<file path="config.mk">
export PLATFORM = sky130hd
export DESIGN_NAME = dcache_nway_flat
export DESIGN_NICKNAME = d
export VERILOG_FILES = /design/src/rtl/dcache_nway_pkg.sv /design/src/rtl/dcache_nway_if.sv /design/src/rtl/dcache_nway_plru.sv /design/src/rtl/dcache_nway.sv /design/src/flat_wrapper.sv
export SDC_FILE = /design/constraint.sdc
export NUM_CORES = 2
export LEC_CHECK = 0
export BUFFER_PORTS_ARGS = -buffer_cell sky130_fd_sc_hd__buf_2
export CAP_MARGIN = 15
export CORE_UTILIZATION = 35
export DETAILED_ROUTE_END_ITERATION = 8
export SYNTH_ARGS = -nofsm -noshare
export SYNTH_HDL_FRONTEND = slang
export SYNTH_SLANG_ARGS = --single-unit
</file>
<file path="constraint.sdc">
create_clock -name CLK -period 9.65 [get_ports CLK]
set_input_delay 2.895 -clock CLK [delete_from_list [all_inputs] [get_ports CLK]]
set_output_delay 2.895 -clock CLK [all_outputs]
set_load 0.02 [all_outputs]
</file>
<file path="src/rtl/dcache_nway_pkg.sv">
// Shared types and address helpers for the N-way write-back data cache.
// The hit/miss counters are built only when DCACHE_HITCNT_EN is defined.
package dcache_nway_pkg;

   typedef enum logic [1:0] {RamFree, RamBusy, RamAccess, RamError} ramstate_t;

   typedef enum logic [2:0] {
      StCompare,
      StWb,
      StFill,
      StFlushScan,
      StFlushWb,
      StDone
   } dcstate_t;

   // Extracts a field of the given width from the given bit position of the address.
   function automatic logic [31:0] addr_field(input logic [31:0] addr, input int unsigned lsb,
                                              input int unsigned width);
      return (addr >> lsb) & ((32'd1 << width) - 32'd1);
   endfunction

   function automatic logic [31:0] addr_join(input logic [31:0] tag, input logic [31:0] idx,
                                             input logic [31:0] boff, input int unsigned boff_w,
                                             input int unsigned idx_w);
      return (tag << (2 + boff_w + idx_w)) | (idx << (2 + boff_w)) | (boff << 2);
   endfunction

endpackage

</file>
<file path="src/rtl/dcache_nway_if.sv">
// The datapath dmem port and the word-wide RAM port, as seen by the cache.
interface dcache_nway_if;
   import dcache_nway_pkg::*;

   logic        dmemREN;
   logic        dmemWEN;
   logic [31:0] dmemaddr;
   logic [31:0] dmemstore;
   logic [31:0] dmemload;
   logic        dhit;
   logic        halt;
   logic        flushed;
   logic        dREN;
   logic        dWEN;
   logic [31:0] daddr;
   logic [31:0] dstore;
   logic [31:0] dload;
   ramstate_t   ramstate;

   modport slave (
      input  dmemREN, dmemWEN, dmemaddr, dmemstore, halt, dload, ramstate,
      output dmemload, dhit, flushed, dREN, dWEN, daddr, dstore
   );

   modport master (
      output dmemREN, dmemWEN, dmemaddr, dmemstore, halt, dload, ramstate,
      input  dmemload, dhit, flushed, dREN, dWEN, daddr, dstore
   );
endinterface

</file>
<file path="src/rtl/dcache_nway_plru.sv">
// Per-set tree pseudo-LRU: each node bit points toward the less recently used half.
module dcache_plru #(
   parameter int unsigned WAYS = 2,
   parameter int unsigned SETS = 8,
   localparam int unsigned WAY_W = (WAYS > 1) ? $clog2(WAYS) : 1,
   localparam int unsigned IDX_W = $clog2(SETS)
) (
   input  logic             clk_i,
   input  logic             rst_i,
   input  logic [IDX_W-1:0] idx_i,
   input  logic             upd_i,
   input  logic [WAY_W-1:0] access_way_i,
   output logic [WAY_W-1:0] victim_o
);

   if (WAYS == 1) begin : g_single
      assign victim_o = '0;
   end else begin : g_tree
      logic [WAYS-2:0] tree_q [SETS];
      logic [WAYS-2:0] tree_d;

      // Node n (heap order, root 1) lives at bit n-1.
      always_comb begin
         logic [WAY_W-1:0] node;
         tree_d   = tree_q[idx_i];
         victim_o = '0;
         node     = WAY_W'(1);
         for (int l = 0; l < int'(WAY_W); l++) begin
            victim_o[WAY_W-1-l] = tree_q[idx_i][node - WAY_W'(1)];
            node = (node << 1) | WAY_W'(tree_q[idx_i][node - WAY_W'(1)]);
         end
         node = WAY_W'(1);
         for (int l = 0; l < int'(WAY_W); l++) begin
            tree_d[node - WAY_W'(1)] = ~access_way_i[WAY_W-1-l];
            node = (node << 1) | WAY_W'(access_way_i[WAY_W-1-l]);
         end
      end

      always_ff @(posedge clk_i) begin
         if (rst_i) begin
            for (int s = 0; s < int'(SETS); s++) tree_q[s] <= '0;
         end else if (upd_i) begin
            tree_q[idx_i] <= tree_d;
         end
      end
   end

endmodule

</file>
<file path="src/rtl/dcache_nway.sv">
// N-way set-associative write-back data cache with PLRU replacement and halt flush.
// Optional DCACHE_HITCNT_EN adds saturating hit_count/miss_count ports.
module dcache_nway
   import dcache_nway_pkg::*;
#(
   parameter int unsigned WAYS      = 2,
   parameter int unsigned SETS      = 8,
   parameter int unsigned BLK_WORDS = 2
) (
   input logic CLK,
   input logic RST,
   dcache_nway_if.slave bus
`ifdef DCACHE_HITCNT_EN
   ,
   output logic [31:0] hit_count,
   output logic [31:0] miss_count
`endif
);

   localparam int unsigned WAY_W  = (WAYS > 1) ? $clog2(WAYS) : 1;
   localparam int unsigned IDX_W  = $clog2(SETS);
   localparam int unsigned BOFF_W = $clog2(BLK_WORDS);
   localparam int unsigned CNT_W  = (BLK_WORDS > 1) ? BOFF_W : 1;
   localparam int unsigned TAG_W  = 30 - BOFF_W - IDX_W;
   localparam int unsigned SCAN_W = $clog2(WAYS) + IDX_W;

   typedef struct packed {
      logic             valid;
      logic             dirty;
      logic [TAG_W-1:0] tag;
   } frame_meta_t;

   frame_meta_t meta_q [SETS][WAYS];
   logic [31:0] data_q [SETS][WAYS][BLK_WORDS];

   dcstate_t          state_q, state_d;
   logic [CNT_W-1:0]  cnt_q, cnt_d;
   logic [SCAN_W-1:0] scan_q, scan_d;
   logic [WAY_W-1:0]  victim_q, victim_d;

   logic [TAG_W-1:0] req_tag;
   logic [IDX_W-1:0] req_idx;
   logic [CNT_W-1:0] req_boff;
   logic             req, hit, inv_found, cnt_last, scan_last;
   logic [WAY_W-1:0] hit_way, inv_way, plru_victim, victim;
   logic [WAY_W-1:0] scan_way;
   logic [IDX_W-1:0] scan_set;
   logic             plru_upd, wr_hit, fill_we, fill_done, wb_clean;

   assign req_tag  = TAG_W'(addr_field(bus.dmemaddr, 2 + BOFF_W + IDX_W, TAG_W));
   assign req_idx  = IDX_W'(addr_field(bus.dmemaddr, 2 + BOFF_W, IDX_W));
   assign req_boff = CNT_W'(addr_field(bus.dmemaddr, 2, BOFF_W));
   assign req      = bus.dmemREN | bus.dmemWEN;
   assign cnt_last = (cnt_q == CNT_W'(BLK_WORDS - 1));
   assign scan_way  = WAY_W'(32'(scan_q) % WAYS);
   assign scan_set  = IDX_W'(32'(scan_q) / WAYS);
   assign scan_last = (scan_q == SCAN_W'(SETS * WAYS - 1));

   always_comb begin
      hit       = 1'b0;
      hit_way   = '0;
      inv_found = 1'b0;
      inv_way   = '0;
      for (int w = 0; w < int'(WAYS); w++) begin
         if (meta_q[req_idx][w].valid && meta_q[req_idx][w].tag == req_tag) begin
            hit     = 1'b1;
            hit_way = WAY_W'(w);
         end
      end
      // Descending walk leaves the lowest-numbered invalid way.
      for (int w = int'(WAYS) - 1; w >= 0; w--) begin
         if (!meta_q[req_idx][w].valid) begin
            inv_found = 1'b1;
            inv_way   = WAY_W'(w);
         end
      end
   end

   assign victim = inv_found ? inv_way : plru_victim;

   dcache_plru #(
      .WAYS(WAYS),
      .SETS(SETS)
   ) u_plru (
      .clk_i       (CLK),
      .rst_i       (RST),
      .idx_i       (req_idx),
      .upd_i       (plru_upd),
      .access_way_i(hit_way),
      .victim_o    (plru_victim)
   );

   always_comb begin
      state_d      = state_q;
      cnt_d        = cnt_q;
      scan_d       = scan_q;
      victim_d     = victim_q;
      bus.dhit     = 1'b0;
      bus.dmemload = '0;
      bus.dREN     = 1'b0;
      bus.dWEN     = 1'b0;
      bus.daddr    = '0;
      bus.dstore   = '0;
      bus.flushed  = 1'b0;
      plru_upd     = 1'b0;
      wr_hit       = 1'b0;
      fill_we      = 1'b0;
      fill_done    = 1'b0;
      wb_clean     = 1'b0;
      unique case (state_q)
         StCompare: begin
            if (req && hit) begin
               bus.dhit = 1'b1;
               plru_upd = 1'b1;
               wr_hit   = bus.dmemWEN;
               if (bus.dmemREN) bus.dmemload = data_q[req_idx][hit_way][req_boff];
            end else if (req) begin
               victim_d = victim;
               cnt_d    = '0;
               state_d  = (meta_q[req_idx][victim].valid && meta_q[req_idx][victim].dirty)
                          ? StWb : StFill;
            end
            if (bus.halt && !(req && !hit)) begin
               state_d = StFlushScan;
               scan_d  = '0;
            end
         end
         StWb: begin
            bus.dWEN   = 1'b1;
            bus.daddr  = addr_join(32'(meta_q[req_idx][victim_q].tag), 32'(req_idx), 32'(cnt_q),
                                   BOFF_W, IDX_W);
            bus.dstore = data_q[req_idx][victim_q][cnt_q];
            if (bus.ramstate == RamAccess) begin
               cnt_d = cnt_last ? '0 : cnt_q + 1'b1;
               if (cnt_last) state_d = StFill;
            end
         end
         StFill: begin
            bus.dREN  = 1'b1;
            bus.daddr = addr_join(32'(req_tag), 32'(req_idx), 32'(cnt_q), BOFF_W, IDX_W);
            if (bus.ramstate == RamAccess) begin
               fill_we   = 1'b1;
               fill_done = cnt_last;
               cnt_d     = cnt_last ? '0 : cnt_q + 1'b1;
               if (cnt_last) state_d = StCompare;
            end
         end
         StFlushScan: begin
            if (meta_q[scan_set][scan_way].dirty) begin
               cnt_d   = '0;
               state_d = StFlushWb;
            end else if (scan_last) begin
               state_d = StDone;
            end else begin
               scan_d = scan_q + 1'b1;
            end
         end
         StFlushWb: begin
            bus.dWEN   = 1'b1;
            bus.daddr  = addr_join(32'(meta_q[scan_set][scan_way].tag), 32'(scan_set),
                                   32'(cnt_q), BOFF_W, IDX_W);
            bus.dstore = data_q[scan_set][scan_way][cnt_q];
            if (bus.ramstate == RamAccess) begin
               wb_clean = cnt_last;
               cnt_d    = cnt_last ? '0 : cnt_q + 1'b1;
               if (cnt_last) state_d = StFlushScan;
            end
         end
         StDone: bus.flushed = 1'b1;
         default: state_d = StCompare;
      endcase
   end

   always_ff @(posedge CLK) begin
      if (RST) begin
         state_q  <= StCompare;
         cnt_q    <= '0;
         scan_q   <= '0;
         victim_q <= '0;
         for (int s = 0; s < int'(SETS); s++) begin
            for (int w = 0; w < int'(WAYS); w++) meta_q[s][w] <= '0;
         end
      end else begin
         state_q  <= state_d;
         cnt_q    <= cnt_d;
         scan_q   <= scan_d;
         victim_q <= victim_d;
         if (wr_hit) meta_q[req_idx][hit_way].dirty <= 1'b1;
         if (fill_done) meta_q[req_idx][victim_q] <= {1'b1, 1'b0, req_tag};
         if (wb_clean) meta_q[scan_set][scan_way].dirty <= 1'b0;
      end
   end

   // Data words carry no reset; valid bits gate their use.
   always_ff @(posedge CLK) begin
      if (wr_hit) data_q[req_idx][hit_way][req_boff] <= bus.dmemstore;
      if (fill_we) data_q[req_idx][victim_q][cnt_q] <= bus.dload;
   end

`ifdef DCACHE_HITCNT_EN
   logic        retry_q, miss_ev;
   logic [31:0] hit_cnt_q, miss_cnt_q;

   assign miss_ev = (state_q == StCompare) && req && !hit;

   // The hit that follows a fill is the retried request, not a new one.
   always_ff @(posedge CLK) begin
      if (RST) begin
         retry_q    <= 1'b0;
         hit_cnt_q  <= '0;
         miss_cnt_q <= '0;
      end else begin
         retry_q <= fill_done;
         if (bus.dhit && !retry_q && hit_cnt_q != '1) hit_cnt_q <= hit_cnt_q + 1'b1;
         if (miss_ev && miss_cnt_q != '1) miss_cnt_q <= miss_cnt_q + 1'b1;
      end
   end

   assign hit_count  = hit_cnt_q;
   assign miss_count = miss_cnt_q;
`endif

endmodule

</file>
<file path="src/flat_wrapper.sv">
// flat-port wrapper written by rule: the top's interface ports become plain ports
module dcache_nway_flat import dcache_nway_pkg::*;
#(
   parameter int unsigned WAYS      = 2,
   parameter int unsigned SETS      = 8,
   parameter int unsigned BLK_WORDS = 2
)
  (CLK, RST, bus_dmemREN, bus_dmemWEN, bus_dmemaddr, bus_dmemstore, bus_halt, bus_dload, bus_ramstate, bus_dmemload, bus_dhit, bus_flushed, bus_dREN, bus_dWEN, bus_daddr, bus_dstore);
  dcache_nway_if bus_i ();
  input logic CLK;
  input logic RST;
  input wire logic [$bits(bus_i.dmemREN)-1:0] bus_dmemREN;
  input wire logic [$bits(bus_i.dmemWEN)-1:0] bus_dmemWEN;
  input wire logic [$bits(bus_i.dmemaddr)-1:0] bus_dmemaddr;
  input wire logic [$bits(bus_i.dmemstore)-1:0] bus_dmemstore;
  input wire logic [$bits(bus_i.halt)-1:0] bus_halt;
  input wire logic [$bits(bus_i.dload)-1:0] bus_dload;
  input wire logic [$bits(bus_i.ramstate)-1:0] bus_ramstate;
  output wire logic [$bits(bus_i.dmemload)-1:0] bus_dmemload;
  output wire logic [$bits(bus_i.dhit)-1:0] bus_dhit;
  output wire logic [$bits(bus_i.flushed)-1:0] bus_flushed;
  output wire logic [$bits(bus_i.dREN)-1:0] bus_dREN;
  output wire logic [$bits(bus_i.dWEN)-1:0] bus_dWEN;
  output wire logic [$bits(bus_i.daddr)-1:0] bus_daddr;
  output wire logic [$bits(bus_i.dstore)-1:0] bus_dstore;
  assign bus_i.dmemREN = bus_dmemREN;
  assign bus_i.dmemWEN = bus_dmemWEN;
  assign bus_i.dmemaddr = bus_dmemaddr;
  assign bus_i.dmemstore = bus_dmemstore;
  assign bus_i.halt = bus_halt;
  assign bus_i.dload = bus_dload;
  assign bus_i.ramstate = bus_ramstate;
  assign bus_dmemload = bus_i.dmemload;
  assign bus_dhit = bus_i.dhit;
  assign bus_flushed = bus_i.flushed;
  assign bus_dREN = bus_i.dREN;
  assign bus_dWEN = bus_i.dWEN;
  assign bus_daddr = bus_i.daddr;
  assign bus_dstore = bus_i.dstore;
  dcache_nway #(.WAYS(WAYS), .SETS(SETS), .BLK_WORDS(BLK_WORDS)) u_core (.CLK(CLK), .RST(RST), .bus(bus_i));
endmodule
</file>
# After elaboration in Yosys (flattened, before gate mapping)

Memories as Yosys holds them, arrays and structs flattened. A register that Yosys moved wholly into a read port is not among the register bits.
Cells that the tools add are included.

Eq/ne operators: 25
Reductions and logical operators: 25
Add/subtract/negate cells: 2
Bitwise gates (word level): 200
Order comparisons: 11
Muxes and demuxes: 302

Operators with widths:

| operator                                                                 | count |
|---|---|
| 64-bit two-way mux                                                       | 11 |
| 32-bit two-way mux                                                       | 14 |
| 56-bit two-way mux                                                       | 7 |
| 128-bit two-way mux                                                      | 2 |
| 1-bit two-way mux                                                        | 222 |
| 1-bit OR                                                                 | 185 |
| 27-bit two-way mux                                                       | 5 |
| 64-bit demux with 1-bit select                                           | 2 |
| 28-bit two-way mux                                                       | 4 |
| 56-bit OR reduction                                                      | 2 |
| 32-bit by 3-bit OR with 32-bit output                                    | 3 |
| 32-bit by 6-bit OR with 32-bit output                                    | 3 |
| 32-bit case mux with 3 select lines                                      | 1 |
| 28-bit demux with 1-bit select                                           | 3 |
| 26-bit two-way mux                                                       | 3 |
| 32-bit demux with 1-bit select                                           | 2 |
| 32-bit case mux with 2 select lines                                      | 1 |
| 3-bit two-way mux                                                        | 18 |
| 26-bit == test                                                           | 2 |
| 2-bit by 1-bit inequality test with 1-bit output (second input constant) | 10 |
| 3-bit case mux with 6 select lines                                       | 1 |
| 2-bit greater-or-equal comparator (second input constant)                | 6 |
| 4-bit two-way mux                                                        | 3 |
| 1-bit inverter with 2-bit output                                         | 6 |
| other kinds (27)                                                         | 49 |

Memories: 3
Word-level logic and storage cells: 572
Output and inout bits: 100
Bits in writable memories: 1480
Register bits: 9
Input bits: 103

Memory list:

| name                        | words | bits a word | read ports | clocked after Yosys merged registers in | wr ports | line                   | source |
|---|---|---|---|---|---|---|---|
| u_core.data_q               | 8     | 128         | 2          | 1                                       | 1        | dcache_nway.sv:34      | `logic [31:0] data_q [SETS][WAYS][BLK_WORDS];` |
| u_core.meta_q               | 8     | 56          | 2          | 1                                       | 8        | dcache_nway.sv:33      | `frame_meta_t meta_q [SETS][WAYS];` |
| u_core.u_plru.g_tree.tree_q | 8     | 1           | 1          | 0                                       | 8        | dcache_nway_plru.sv:19 | `logic [WAYS-2:0] tree_q [SETS];` |

# Depth between registers and ports, before layout

An unclocked memory read counts as a cell.

Depth after elaboration: 15
Gate-level depth with buffers: 19
Mapped depth without buffers: 10

# Modules after synthesis

From an unflattened synthesis, not the netlist that was laid out.

Cells, all modules: 4681
Area total of the unflattened synthesis: 73838.3 um^2

Modules (own cells, without submodules):

| module      | cells each | area each (um^2) | sequential area each (um^2) | instances |
|---|---|---|---|---|
| dcache_nway | 4641       | 73356.6          | 44442.6                     | 1 |
| dcache_plru | 40         | 481.7            | 240.2                       | 1 |

# Worst setup path before layout

No wires, ideal clock.

Path kind: input -> output
Start point: in bus_dmemaddr[3]
End point: out bus_dmemload[25]
Buffers on the path: 8
Arrival: 6.396 ns
Data required time: 6.755 ns
Slack: 0.359 ns
Stages: 16
Cell sequence: buf_6 > buf_12 > buf_6 > buf_6 > buf_4 > buf_4 > buf_2 > mux2i_1 > a22oi_1 > nand2_1 > xor2_1 > or4b_2 > nor3_4 > buf_4 > mux4_2 > nor2_1

Word-level cells in the longest chain between the ends: 14

RTL lines:

| item                                                   | line               | source |
|---|---|---|
| from (decl)                                            | flat_wrapper.sv:14 | `input wire logic [$bits(bus_i.dmemaddr)-1:0] bus_dmemaddr;` |
| memory 8 x 56 bit                                      | n/a                |  |
| 26-bit == test                                         | dcache_nway.sv:65  | `if (meta_q[req_idx][w].valid && meta_q[req_idx][w].tag == req_tag) begin` |
| 1-bit logical AND                                      | dcache_nway.sv:65  |  |
| 1-bit two-way mux                                      | dcache_nway.sv:65  |  |
| 1-bit inverter with 2-bit output (implied by the code) | dcache_nway.sv:116 | `if (bus.dmemREN) bus.dmemload = data_q[req_idx][hit_way][req_boff];` |
| 64-bit two-way mux (implied by the code) (3 in a row)  | dcache_nway.sv:116 |  |
| 32-bit two-way mux (implied by the code) (3 in a row)  | dcache_nway.sv:116 |  |
| 32-bit two-way mux                                     | dcache_nway.sv:116 |  |
| 32-bit two-way mux (*)                                 | dcache_nway.sv:112 | `if (req && hit) begin` |
| 32-bit two-way mux (*)                                 | dcache_nway.sv:110 | `unique case (state_q)` |
| to (decl)                                              | flat_wrapper.sv:19 | `output wire logic [$bits(bus_i.dmemload)-1:0] bus_dmemload;` |

Every way passes the cells marked *; elsewhere a longest branch is shown, timed or not. The select of a mux whose other input is x is not followed.

# Worst setup path in the final report

Start point: in bus_dmemaddr[3]
End point: out bus_dmemload[30]

Same word-level chain as after synthesis.

==> flow_metrics.tcl <==
set metrics [dict create \
    grt_max_degree 107 \
    drv_slew 0 \
    ant_nets 0 \
    clkLatencyLatePin_ps 830 \
    crit_chain "buf_8 > buf_4 > buf_12 > mux4_2 > mux2i_1 > buf_4 > xnor2_1 > nor3b_1 > nand4_1 > nor4_4 > o21bai_2 > inv_2 > nand2_2 > buf_12 > nor2_1 > buf_4 > buf_2" \
    r2r-start "u_core.meta_q[3][36]$_SDFFCE_PN0P_" \
    highest_layer "met5" \
    core_area_um2 210000 \
    finalCritPeriodShare 0.996 \
    crit_arrival_ps 6710 \
    crit_fanout 23 \
    met1_length_um 98500 \
    startpoint "bus_dmemaddr[3]" \
    final_common_cell "edfxtp_1" \
    final_layout_size_suffix_gt1_frac 0.313 \
    final_nets 4968 \
    die_area_um2 213000 \
    fmax_ghz 0.104 \
    totalWireLength_um 282000 \
    final_cell_mix "edfxtp_1, mux4_2, nor2_1, a22oi_1, buf_4" \
    root_buffer "clkbuf_16" \
    die_w_um 461 \
    netlist_area_um2 73700 \
    cts_hold_buffers 0 \
    async_reset_ff_frac 0 \
    max-cap-violations 0 \
    leakage_uw 0.0272 \
    hold_path_class "reg -> reg" \
    cts.sinks 1492 \
    tightestPinTransition_ps 1260 \
    ios 203 \
    drc 0 \
    synth.yosys.seq_area_share 0.606 \
    grt_setup_unrepaired "no" \
    route.met2.wl_um 133000 \
    syn_area_per_cell_um2 15.9 \
    first_pass_iters 6 \
    seq_area_um2 44700 \
    max_stage_delay_ps 540 \
    setup_violations 0 \
    critPathRequiredTime_ps 6760 \
    end_kind "output port" \
    routed-via-count 50700 \
    drt_iter0_markers 7901 \
    die_y_um 461 \
    dp.cells 7512 \
    cp_common_cell "buf_4" \
    slowest_stage "nor4_4" \
    timing.slew.headroom 0.158 \
    worstSetupPathType "in -> out" \
    synth_warnings 0 \
    multiInputGateArea_um2 27700 \
    dr_wl_met3_um 31400 \
    path_buf_inv 8 \
    gp_congestion 0.892 \
    period_needed_ps 9610 \
    finClkSkew_ps 42.6 \
    status "finished clean" \
    viasPerCell 6.48 \
    synth-edff-count 1480 \
    ys.flop_type "edfxtp_1" \
    tritoncts "done" \
    yosys_register_bits 1492 \
    antenna_found_initial 51 \
    grt_pass1_wl_um 388000 \
    ys_types 89 \
    cts_htree_levels 4 \
    cts_max_path_buffers 3 \
    ir_drop_uv 176 \
    overflow 0 \
    path_delay_family "buffers and inverters" \
    syn_inst 4631 \
    powerDensity_nw_per_um2 175 \
    start_util 0.352 \
    tns_ps 0 \
    hp-start "u_core.scan_q[0]$_SDFFE_PP0N_" \
    wl_per_cell_um 36.1 \
    cts_buffers 152 \
    crit_path_start_kind "input port" \
    synthToLayoutAreaGrowth_pct 15.2 \
    rows 168 \
    clk_pin_slew_worst_paths_ps 60 \
    dp_hpwl_um 160000 \
    track_usage 0.261 \
    port_buffers 198 \
    n_fill_cell 18900 \
    final_cells 7819 \
    first_global_vias 49800 \
    hold_viol_final 0 \
]
what timing repair did:
action                     in CTS  in global routing
setup buffers                   0                  2
setup endpoints to repair       0                 30
resized for setup               0                  9
final cells by class:
class | count | share of cell area
Multi-Input combinational cell | 2711 | 0.326
Inverter | 29 | 0.00133
Tap cell | 2805 | 0.0413
Clock buffer | 191 | 0.0475
Sequential cell | 1492 | 0.526
Antenna cell | 38 | 0.00112
Clock inverter | 75 | 0.0108
Timing Repair Buffer | 478 | 0.0457
report_power, final:
| part | switching [uW] | total, uW | internal, uW |
|---|---|---|---|
| sequential | 86.3 | 7310 | 7230 |
| clock | 2610 | 6010 | 3410 |
| combinational | 973 | 1510 | 533 |
registers in the layout (all words and copies together) (netlist names), named ones only:
register,count
u_core.data_q,1024
u_core.u_plru.g_tree.tree_q,8
u_core.state_q,3
u_core.meta_q,448
u_core.scan_q,4
u_core.cnt_last,1
u_core.victim_q,1
cells by family after synthesis:
kind of cell / Yosys count / share of synthesized area
buf+inv: 429 / 0.0243
xor+xnor: 38 / 0.00451
fa+ha+maj: 1 / 0.000170
mux: 964 / 0.233
other cells: 1 / 0.0000509
flops: 1492 / 0.606
simple gates: 946 / 0.0568
compound gates: 760 / 0.0752
worst reg2reg max path: cells and delay by family, from the launching register on:
| kind | cells | cell delay [ps] |
|---|---|---|
| AND/OR/NAND/NOR | 5 | 2790 |
| buffers and inverters | 3 | 890 |
| multiplexers | 2 | 660 |
| AO/OA/AOI/OAI | 1 | 580 |
| flip-flops | 1 | 410 |
| XOR/XNOR | 1 | 140 |
path summary, 6_finish.rpt:
kind,slack [ps],to,cells past startpoint
worst min register to register,630,u_core.scan_q[0]$_SDFFE_PP0N_,2
worst min-delay path,630,u_core.scan_q[0]$_SDFFE_PP0N_,2
worst max register to register,3860,u_core.data_q[1][93]$_DFFE_PP_,12
worst max-delay path,40,bus_dmemload[30],17
layer usage:
metal | track usage | up-vias
li1 | - | 19600
met4 | 0.167 | 18
met5 | 0 | -
met2 | 0.416 | 3784
met3 | 0.0584 | 829
met1 | 0.320 | 26500
stage by stage:
step	cell area (um^2)	hold slack [ps]	util	setup WS, ps	power, uW
floorplan	73700	563	-	359	8260
global placement	79800	607	0.381	40.3	8890
detailed placement	79800	609	0.381	64.7	8910
CTS	84800	632	0.405	54.0	14800
global route	84900	671	0.405	8.63	15100
finish	85000	626	0.405	40.1	14800
cells in the mapped netlist (8+ instances only):
cell,count,area (um^2)
buf_2,33,165
nand3_1,15,75.1
nand2b_1,9,56.3
a22o_1,62,543
nor2_1,577,2170
and4_1,28,245
mux2_2,186,2090
nand4_1,8,50.1
and3_1,65,407
nor2b_1,9,56.3
nor3_1,19,95.1
dfxtp_1,12,240
a21oi_1,87,435
a22oi_1,277,2080
a32oi_1,9,78.8
a221oi_1,110,963
mux4_2,572,12900
buf_4,21,158
o21ai_0,79,395
clkbuf_1,289,1080
inv_1,23,86.3
nand2_1,169,634
xnor2_1,23,201
a21boi_1,8,60.1
edfxtp_1,1480,44400
a21o_1,13,97.6
o22ai_1,56,350
buf_1,50,188
mux2i_1,196,1960
xor2_1,15,131
Note: power is estimated with default switching activity, not from simulation.
